$ cat config.mk
export PLATFORM = sky130hd
export DESIGN_NAME = seg_scan_ctrl
export DESIGN_NICKNAME = d
export VERILOG_FILES = /design/src/rtl/seg_pkg.sv /design/src/rtl/hex_seg_digit.sv /design/src/rtl/seg_scan_ctrl.sv
export SDC_FILE = /design/constraint.sdc
export NUM_CORES = 1
export LEC_CHECK = 0
export ABC_CLOCK_PERIOD_IN_PS = 9100
export BUFFER_PORTS_ARGS = -buffer_cell sky130_fd_sc_hd__buf_2
export CAP_MARGIN = 10
export CORE_MARGIN = 2
export CORE_UTILIZATION = 62
export CTS_CLUSTER_DIAMETER = 120
export CTS_CLUSTER_SIZE = 10
export DETAILED_ROUTE_END_ITERATION = 10
export HOLD_SLACK_MARGIN = 0.02
export PLACE_DENSITY_LB_ADDON = 0.1
export SYNTH_ARGS = -nofsm -noshare
export SYNTH_HDL_FRONTEND = slang
export SYNTH_SLANG_ARGS = --single-unit
$ cat constraint.sdc
create_clock -name clk -period 9.1 [get_ports clk]
set_input_delay 0.91 -clock clk [delete_from_list [all_inputs] [get_ports clk]]
set_output_delay 0.91 -clock clk [all_outputs]
set_load 0.005 [all_outputs]
$ cat src/rtl/seg_pkg.sv
// Shared constants for the seven-segment scan controller: hex glyphs, off patterns, FSM encoding.
package seg_pkg;

  typedef logic [0:0] state_t;

  localparam state_t ST_DRIVE = 1'b0;
  localparam state_t ST_GUARD = 1'b1;

  localparam logic [6:0] SEG_OFF = 7'b1111111;
  localparam logic [3:0] AN_OFF  = 4'b1111;

  // Active-low {g,f,e,d,c,b,a}; b and d are lowercase glyphs
  localparam logic [6:0] SEG_0 = 7'b1000000;
  localparam logic [6:0] SEG_1 = 7'b1111001;
  localparam logic [6:0] SEG_2 = 7'b0100100;
  localparam logic [6:0] SEG_3 = 7'b0110000;
  localparam logic [6:0] SEG_4 = 7'b0011001;
  localparam logic [6:0] SEG_5 = 7'b0010010;
  localparam logic [6:0] SEG_6 = 7'b0000010;
  localparam logic [6:0] SEG_7 = 7'b1111000;
  localparam logic [6:0] SEG_8 = 7'b0000000;
  localparam logic [6:0] SEG_9 = 7'b0010000;
  localparam logic [6:0] SEG_A = 7'b0001000;
  localparam logic [6:0] SEG_B = 7'b0000011;
  localparam logic [6:0] SEG_C = 7'b1000110;
  localparam logic [6:0] SEG_D = 7'b0100001;
  localparam logic [6:0] SEG_E = 7'b0000110;
  localparam logic [6:0] SEG_F = 7'b0001110;

  // Index of the most-significant nonzero nibble; 0 when the value is zero
  function automatic logic [1:0] msd_index(input logic [15:0] v);
    logic [1:0] idx;
    idx = 2'd0;
    if (v[7:4]   != 4'h0) idx = 2'd1;
    if (v[11:8]  != 4'h0) idx = 2'd2;
    if (v[15:12] != 4'h0) idx = 2'd3;
    return idx;
  endfunction

endpackage

$ cat src/rtl/hex_seg_digit.sv
// Combinational nibble to active-low seven-segment decoder.
module hex_seg_digit
  import seg_pkg::*;
(
  input  logic [3:0] nibble,
  output logic [6:0] seg_n
);

  always_comb begin
    seg_n = SEG_OFF;
    case (nibble)
      4'h0: seg_n = SEG_0;
      4'h1: seg_n = SEG_1;
      4'h2: seg_n = SEG_2;
      4'h3: seg_n = SEG_3;
      4'h4: seg_n = SEG_4;
      4'h5: seg_n = SEG_5;
      4'h6: seg_n = SEG_6;
      4'h7: seg_n = SEG_7;
      4'h8: seg_n = SEG_8;
      4'h9: seg_n = SEG_9;
      4'hA: seg_n = SEG_A;
      4'hB: seg_n = SEG_B;
      4'hC: seg_n = SEG_C;
      4'hD: seg_n = SEG_D;
      4'hE: seg_n = SEG_E;
      4'hF: seg_n = SEG_F;
      default: seg_n = SEG_OFF;
    endcase
  end

endmodule

$ cat src/rtl/seg_scan_ctrl.sv
// Four-digit multiplexed seven-segment scanner with guard gaps and frame-synchronous updates.
// Define SEG_LZ_BLANK_EN to suppress leading-zero digits.
module seg_scan_ctrl
  import seg_pkg::*;
#(
  parameter int DWELL = 50000,
  parameter int GUARD = 500
) (
  input  logic        clk,
  input  logic        rst_n,
  input  logic        in_valid,
  input  logic [15:0] in_data,
  output logic        in_ready,
  input  logic        blank,
  output logic [6:0]  seg_n,
  output logic [3:0]  an_n
);

  localparam int MAXLEN = (DWELL > GUARD) ? DWELL : GUARD;
  localparam int CW     = $clog2(MAXLEN + 1);
  localparam logic [CW-1:0] DWELL_C = CW'(DWELL);
  localparam logic [CW-1:0] GUARD_C = CW'(GUARD);
  localparam logic [CW-1:0] ONE_C   = CW'(1);

  state_t        state, state_nx;
  logic [1:0]    digit, digit_nx;
  logic [CW-1:0] cnt, cnt_nx;
  logic [15:0]   display, display_nx;
  logic [15:0]   shadow;
  logic          pending, pending_nx;
  logic          accept, boundary;
  logic [3:0]    nib;
  logic [6:0]    dec_seg;
  logic          digit_lit;
  logic [6:0]    seg_nx;
  logic [3:0]    an_nx;

  // cnt is the number of cycles already spent in the current state, so the
  // reset value 0 gives the first GUARD one extra cycle before counting starts
  always_comb begin
    accept     = in_valid && in_ready;
    boundary   = (state == ST_GUARD) && (digit == 2'd3) && (cnt == GUARD_C);
    state_nx   = state;
    digit_nx   = digit;
    cnt_nx     = cnt + ONE_C;
    if (state == ST_DRIVE) begin
      if (cnt == DWELL_C) begin
        state_nx = ST_GUARD;
        cnt_nx   = ONE_C;
      end
    end else begin
      if (cnt == GUARD_C) begin
        state_nx = ST_DRIVE;
        digit_nx = digit + 2'd1;
        cnt_nx   = ONE_C;
      end
    end
    display_nx = (boundary && pending) ? shadow : display;
    if (accept)        pending_nx = 1'b1;
    else if (boundary) pending_nx = 1'b0;
    else               pending_nx = pending;
  end

  // Outputs are decoded from next-state values so the registers line up with the FSM
  always_comb begin
    nib = 4'h0;
    case (digit_nx)
      2'd0: nib = display_nx[3:0];
      2'd1: nib = display_nx[7:4];
      2'd2: nib = display_nx[11:8];
      2'd3: nib = display_nx[15:12];
      default: nib = 4'h0;
    endcase
`ifdef SEG_LZ_BLANK_EN
    digit_lit = (digit_nx <= msd_index(display_nx));
`else
    digit_lit = 1'b1;
`endif
    seg_nx = SEG_OFF;
    an_nx  = AN_OFF;
    if (state_nx == ST_DRIVE && !blank) begin
      an_nx = ~(4'b0001 << digit_nx);
      if (digit_lit) seg_nx = dec_seg;
    end
  end

  hex_seg_digit u_dec (
    .nibble (nib),
    .seg_n  (dec_seg)
  );

  always_ff @(posedge clk) begin
    if (!rst_n) begin
      state    <= ST_GUARD;
      digit    <= 2'd3;
      cnt      <= '0;
      display  <= 16'h0000;
      shadow   <= 16'h0000;
      pending  <= 1'b0;
      in_ready <= 1'b0;
      seg_n    <= SEG_OFF;
      an_n     <= AN_OFF;
    end else begin
      state    <= state_nx;
      digit    <= digit_nx;
      cnt      <= cnt_nx;
      display  <= display_nx;
      if (accept) shadow <= in_data;
      pending  <= pending_nx;
      in_ready <= !pending_nx;
      seg_n    <= seg_nx;
      an_n     <= an_nx;
    end
  end

endmodule
# --- Yosys cells after proc, flatten, opt, wreduce, memory -nomap -nowiden ---
# Memories as Yosys holds them, arrays and structs flattened. A register that Yosys moved wholly into a read port is not among the register bits.
# Cells that the tools add are included.
op_classes:
  add_sub_neg: 2
  eq_ne: 6
  n_shift: 1
  muxes: 12
  n_bitwise: 2
  n_reduce_logical: 10
ops:
  columns: ["cell", "n"]
  rows:
  - ["$mux 16", 4]
  - ["$add 16x1->16 const B", 1]
  - ["$eq 16x16->1 const B", 1]
  - ["$eq 16x9->1 const B", 1]
  - ["$pmux 4 s4", 1]
  - ["$eq 2x2->1 const B", 3]
  - ["$logic_and 1x1->1", 5]
  - ["$mux 1", 5]
  - ["$mux 2", 2]
  - ["$not 4->4", 1]
  - ["$shl 1x2->4 const A", 1]
  - ["$logic_not 1->1", 3]
  - ["$add 2x1->2 const B", 1]
  - ["$eq 2x1->1 const B", 1]
  - ["$logic_not 2->1", 1]
  - ["$reduce_and 2->1", 1]
  - ["$not 1->1", 1]
totals:
  register_bits: 57
  mem_bits_ro: 112
  in_bits: 20
  word_cells: 42
  mem_count: 1
memory_table:
  columns: ["memory", "words", "width", "read_ports", "rd_ports_with_merged_regs", "wr", "line", "source"]
  rows:
  - ["(no name shown)", 16, 7, 1, 1, 0, "hex_seg_digit.sv:11", "case (nibble)"]

# --- Depth between registers and ports, before layout ---
depth:
  ltp_word: 7
  mapped_depth: 17
  ltp_nobuf: 15

# --- By module ---
# A second synthesis with hierarchy kept.
hier_totals:
  cells_unflattened: 308
  hier_area_um2: 2850.2
modules_own_cells:
  columns: ["module", "instances", "cells_each", "area_each_um2"]
  rows:
  - ["seg_scan_ctrl", 1, 273, 2602.5]
  - ["hex_seg_digit", 1, 35, 247.7]

# --- Worst setup path before layout ---
# Ideal clock, no wire load.
synth_timing:
  kind: "reg-to-reg"
  from: "reg cnt[11]"
  to: "reg seg_n[3]"
  arrival_time_ps: 3191
  required_ps: 8962
  slack_ps: 5770
  path_stages_with_launch: 13
  synth_period_minus_slack_ps: 3330
  cell_sequence: "dfxtp_1 or4_4 nor4_4 mux2i_1 buf_2 mux2_2 o21ai_4 inv_1 ha_1 inv_1 nor2_1 a211oi_1 o21ai_0"
synth_via:
  elab_chain_len: 7
synth_rtl:
  columns: ["item", "line", "source"]
  rows:
  - ["start: declaration", "seg_scan_ctrl.sv:27", "logic [CW-1:0] cnt, cnt_nx;"]
  - ["start signal: assignment", "seg_scan_ctrl.sv:106", "cnt <= cnt_nx;"]
  - ["branches (longest 7 deep; another with $eq 16x9->1)", null, null]
  - ["end: declaration", "seg_scan_ctrl.sv:15", "output logic [6:0] seg_n,"]
# Parallel ways; which one is timed is not known.
# A chain may end at the register's enable or synchronous reset.

# --- Worst setup path after layout ---
layout_timing:
  from: "reg cnt[8]"
  to: "reg seg_n[3]"
# The elaborated chain is that of the path after synthesis.

==> flow_metrics.env <==
export IMPL_antennaDiodeCount=0
export IMPL_min_period_ns=3.89
export IMPL_drv_slew=0
export IMPL_initial_core_util_pct=64.7
export IMPL_placed_area_mm2=0.00296
export IMPL_slowest_stage="and3_1"
export IMPL_fillers=331
export IMPL_drv_cap=0
export IMPL_num_nets_final=353
export IMPL_rr_endpoint="seg_n[3]$_SDFF_PN1_"
export IMPL_fin_area_mm2=0.00317
export IMPL_worst_pin_slew_ns=0.939
export IMPL_worst_setup_path_start_kind="flip-flop"
export IMPL_cpPeakStageDelay_ns=0.84
export IMPL_first_pass_iters=4
export IMPL_detail_route_antenna_nets=0
export IMPL_ys_async_sr_fraction_pct=0
export IMPL_area_delta_synth_final_pct=12.6
export IMPL_reg2reg_depth=12
export IMPL_clock_sinks=64
export IMPL_ys_ff_latch=64
export IMPL_cts_tree="built"
export IMPL_slew_headroom_pct=37.4
export IMPL_synth_seq_area_share_pct=45.5
export IMPL_grt_usage_pct=22.3
export IMPL_worstSetupEndpointType="flip-flop"
export IMPL_setup_viol=0
export IMPL_yosysWarnings=0
export IMPL_rsz0062_at_grt="no"
export IMPL_die_h_um=71.4
export IMPL_place_hpwl_um=3510
export IMPL_cp_endpoint="seg_n[3]$_SDFF_PN1_"
export IMPL_postSynthCellCount=293
export IMPL_synth_ff_type="dfxtp_1"
export IMPL_clkTransAtPathRegs_ns=0.06
export IMPL_port_buffers=31
export IMPL_rows=24
export IMPL_ctsRootBufferMaster="clkbuf_8"
export IMPL_hold_viol=0
export IMPL_tns_ns=0
export IMPL_timing_fmax_mhz=257
export IMPL_drive_above_1_share_pct=18.2
export IMPL_drtIter0Drc=100
export IMPL_ir_drop_mv=0.107
export IMPL_syn_area_per_cell_um2=9.61
export IMPL_numCtsBuffers=9
export IMPL_cp_top_family="simple AND/OR/NAND/NOR gates"
export IMPL_synth_edf_count=0
export IMPL_worstSetupStartpoint="cnt[8]$_SDFF_PN0_"
export IMPL_worstPathCellList="or4b_4 > nor4_4 > and3_1 > mux2i_1 > mux2_2 > o21ai_4 > inv_1 > ha_1 > inv_1 > nor2_1 > a211oi_1 > o21ai_0"
export IMPL_status="finished, final reports clean"
export IMPL_die_w_um=71.4
export IMPL_holdBufCountCts=0
export IMPL_netlist_area_mm2=0.00282
export IMPL_avgViaCountPerCell=5.35
export IMPL_cts_resized=0
export IMPL_clk_path_buf_depth=2
export IMPL_leakagePower_nw=1.14
export IMPL_io_pin_count=32
export IMPL_drcViolationCount=0
export IMPL_netlist_cell_type_count=44
export IMPL_grt_pass1_wl_um=8870
export IMPL_h_tree_depth=3
export IMPL_worst_path_stages=12
export IMPL_required_ns=9.30
export IMPL_antenna_found_initial=0
export IMPL_path_buf_inv=2
export IMPL_coreArea_mm2=0.00435
export IMPL_routed_wl_um=5230
export IMPL_crit_top_cell="inv_1"
export IMPL_wl_per_cell_um=13.7
export IMPL_grt_pass1_vias=1943
export IMPL_min_path_type="flip-flop to flip-flop"
export IMPL_cts_setup_buffers=0
export IMPL_path_class="flip-flop to flip-flop"
export IMPL_fin_skew_ns=0.00531
export IMPL_crit_arrival_ns=4.09
export IMPL_synth_nets=322
export IMPL_gp_congestion=0.847
export IMPL_reg2reg_from="cnt[8]$_SDFF_PN0_"
export IMPL_worst_r2r_setup_slack_ns=5.21
export IMPL_dieArea_mm2=0.00510
export IMPL_crit_fanout=16
export IMPL_power_density_mw_per_mm2=174
export IMPL_grt_overflow_total=0
export IMPL_grt_max_degree=41
export IMPL_insertion_delay_ns=0.34
export IMPL_num_vias=2040
export IMPL_finalCritPeriodShare_pct=42.8
==> synth_stat cells (2+ instances only) <==
cell       n  share of area (%)
and2b_1    2               0.53
nor3_1     2               0.36
o21ai_4    2                1.2
nand3b_1   2               0.53
nor4_1     2               0.44
inv_1      6               0.80
xnor2_1    4                1.2
and2_1     3               0.67
dfxtp_1   64                 46
nor2_1    23                3.1
nor2b_1   15                3.3
mux2_2     4                1.6
a21boi_0  17                4.5
mux2i_1   25                8.9
nand4_1    4               0.89
nand3_1    6                1.1
clkbuf_1   8                1.1
a21oi_1    2               0.36
buf_2      2               0.36
o21ai_0    3               0.53
o221ai_1   2               0.62
xor2_1    11                3.4
ha_1       9                4.0
nand2_1   48                6.4
and3_1     5                1.1
nand2b_1   2               0.44
a221o_1    3                1.1
==> worst min path at each step <==
stage                                   end  cells past startpoint  slack, ns               startpoint
floorplan            shadow[0]$_SDFFE_PN0P_                      2       0.44   shadow[0]$_SDFFE_PN0P_
global placement     shadow[3]$_SDFFE_PN0P_                      2       0.46   shadow[3]$_SDFFE_PN0P_
detailed placement  shadow[14]$_SDFFE_PN0P_                      2       0.46  shadow[14]$_SDFFE_PN0P_
CTS                 shadow[14]$_SDFFE_PN0P_                      2       0.47  shadow[14]$_SDFFE_PN0P_
global route        shadow[14]$_SDFFE_PN0P_                      2       0.49  shadow[14]$_SDFFE_PN0P_
finish              shadow[14]$_SDFFE_PN0P_                      2       0.47  shadow[14]$_SDFFE_PN0P_
==> layout make-up <==
class,count,area [µm²],area share [%]
clock buffers,13,159,5.01
repair buffers,33,170,5.37
flip-flops and latches,64,1280,40.4
clock inverters,3,40.0,1.26
multi-input cells,210,1430,45.2
inverters,6,22.5,0.710
well taps,52,65.1,2.05
==> power breakdown <==
group          leakage [nW]  internal (mW)  switching, mW
Sequential            0.519          0.285        0.00384
Clock                 0.103          0.141          0.102
Combinational         0.518        0.00942         0.0112
==> placed cells by master (no fill, tap or decap), types with 6 or more instances in the layout <==
cell type	synthesis	final
a21boi_0	17	17
inv_1	6	6
buf_2	2	31
nand2_1	48	48
ha_1	9	9
xor2_1	11	11
mux2i_1	25	25
nor2b_1	15	15
nand3_1	6	6
clkbuf_8	0	11
dfxtp_1	64	64
nor2_1	23	23
==> worst register-to-register path: stages, from the launching register on <==
cell and delay, ns:
dfxtp_1 0.44, or4b_4 0.53, nor4_4 0.39, and3_1 0.84
mux2i_1 0.21, mux2_2 0.33, o21ai_4 0.21, inv_1 0.12
ha_1 0.23, inv_1 0.11, nor2_1 0.07, a211oi_1 0.19
o21ai_0 0.10
==> layer usage <==
| metal | global-route usage (%) | routed length [µm] | vias up | share of wire, % |
|---|---|---|---|---|
| met5 | 0 | 0 | - | 0 |
| met4 | 11.3 | 133 | 0 | 2.5 |
| met3 | 5.63 | 196 | 17 | 3.7 |
| met2 | 33.6 | 2340 | 45 | 45 |
| met1 | 29.8 | 2560 | 920 | 49 |
| li1 | - | - | 1058 | - |
==> flip-flops by register name, summed over array words and instances (netlist names) <==
register	cells
digit	2
state	1
display	16
seg_n	7
shadow	16
cnt	16
in_ready	1
pending	1
an_n	4
==> metrics by stage <==
stage / worst slack, ns / std cells / util, % / power (mW) / hold WS (ns)
floorplan: 5.77 / 293 / - / 0.308 / 0.443
global route: 4.99 / 381 / 72.8 / 0.571 / 0.492
finish: 5.21 / 381 / 72.8 / 0.552 / 0.471
detailed placement: 5.25 / 364 / 68.1 / 0.316 / 0.464
global placement: 5.37 / 364 / 68.1 / 0.316 / 0.460
CTS: 5.19 / 380 / 72.6 / 0.555 / 0.472
==> cell families after synthesis <==
logic type	count (synthesis)	share of synthesized area [%]
muxes	29	10.5
xor gates and xnor gates	15	4.67
adders and majority gates	9	4.00
AOI/OAI and AO/OA	33	9.24
DFF	64	45.5
and+or+nand+nor	124	22.5
buffers and inverters	19	3.60
No activity file was read; power rests on OpenSTA's default activity.
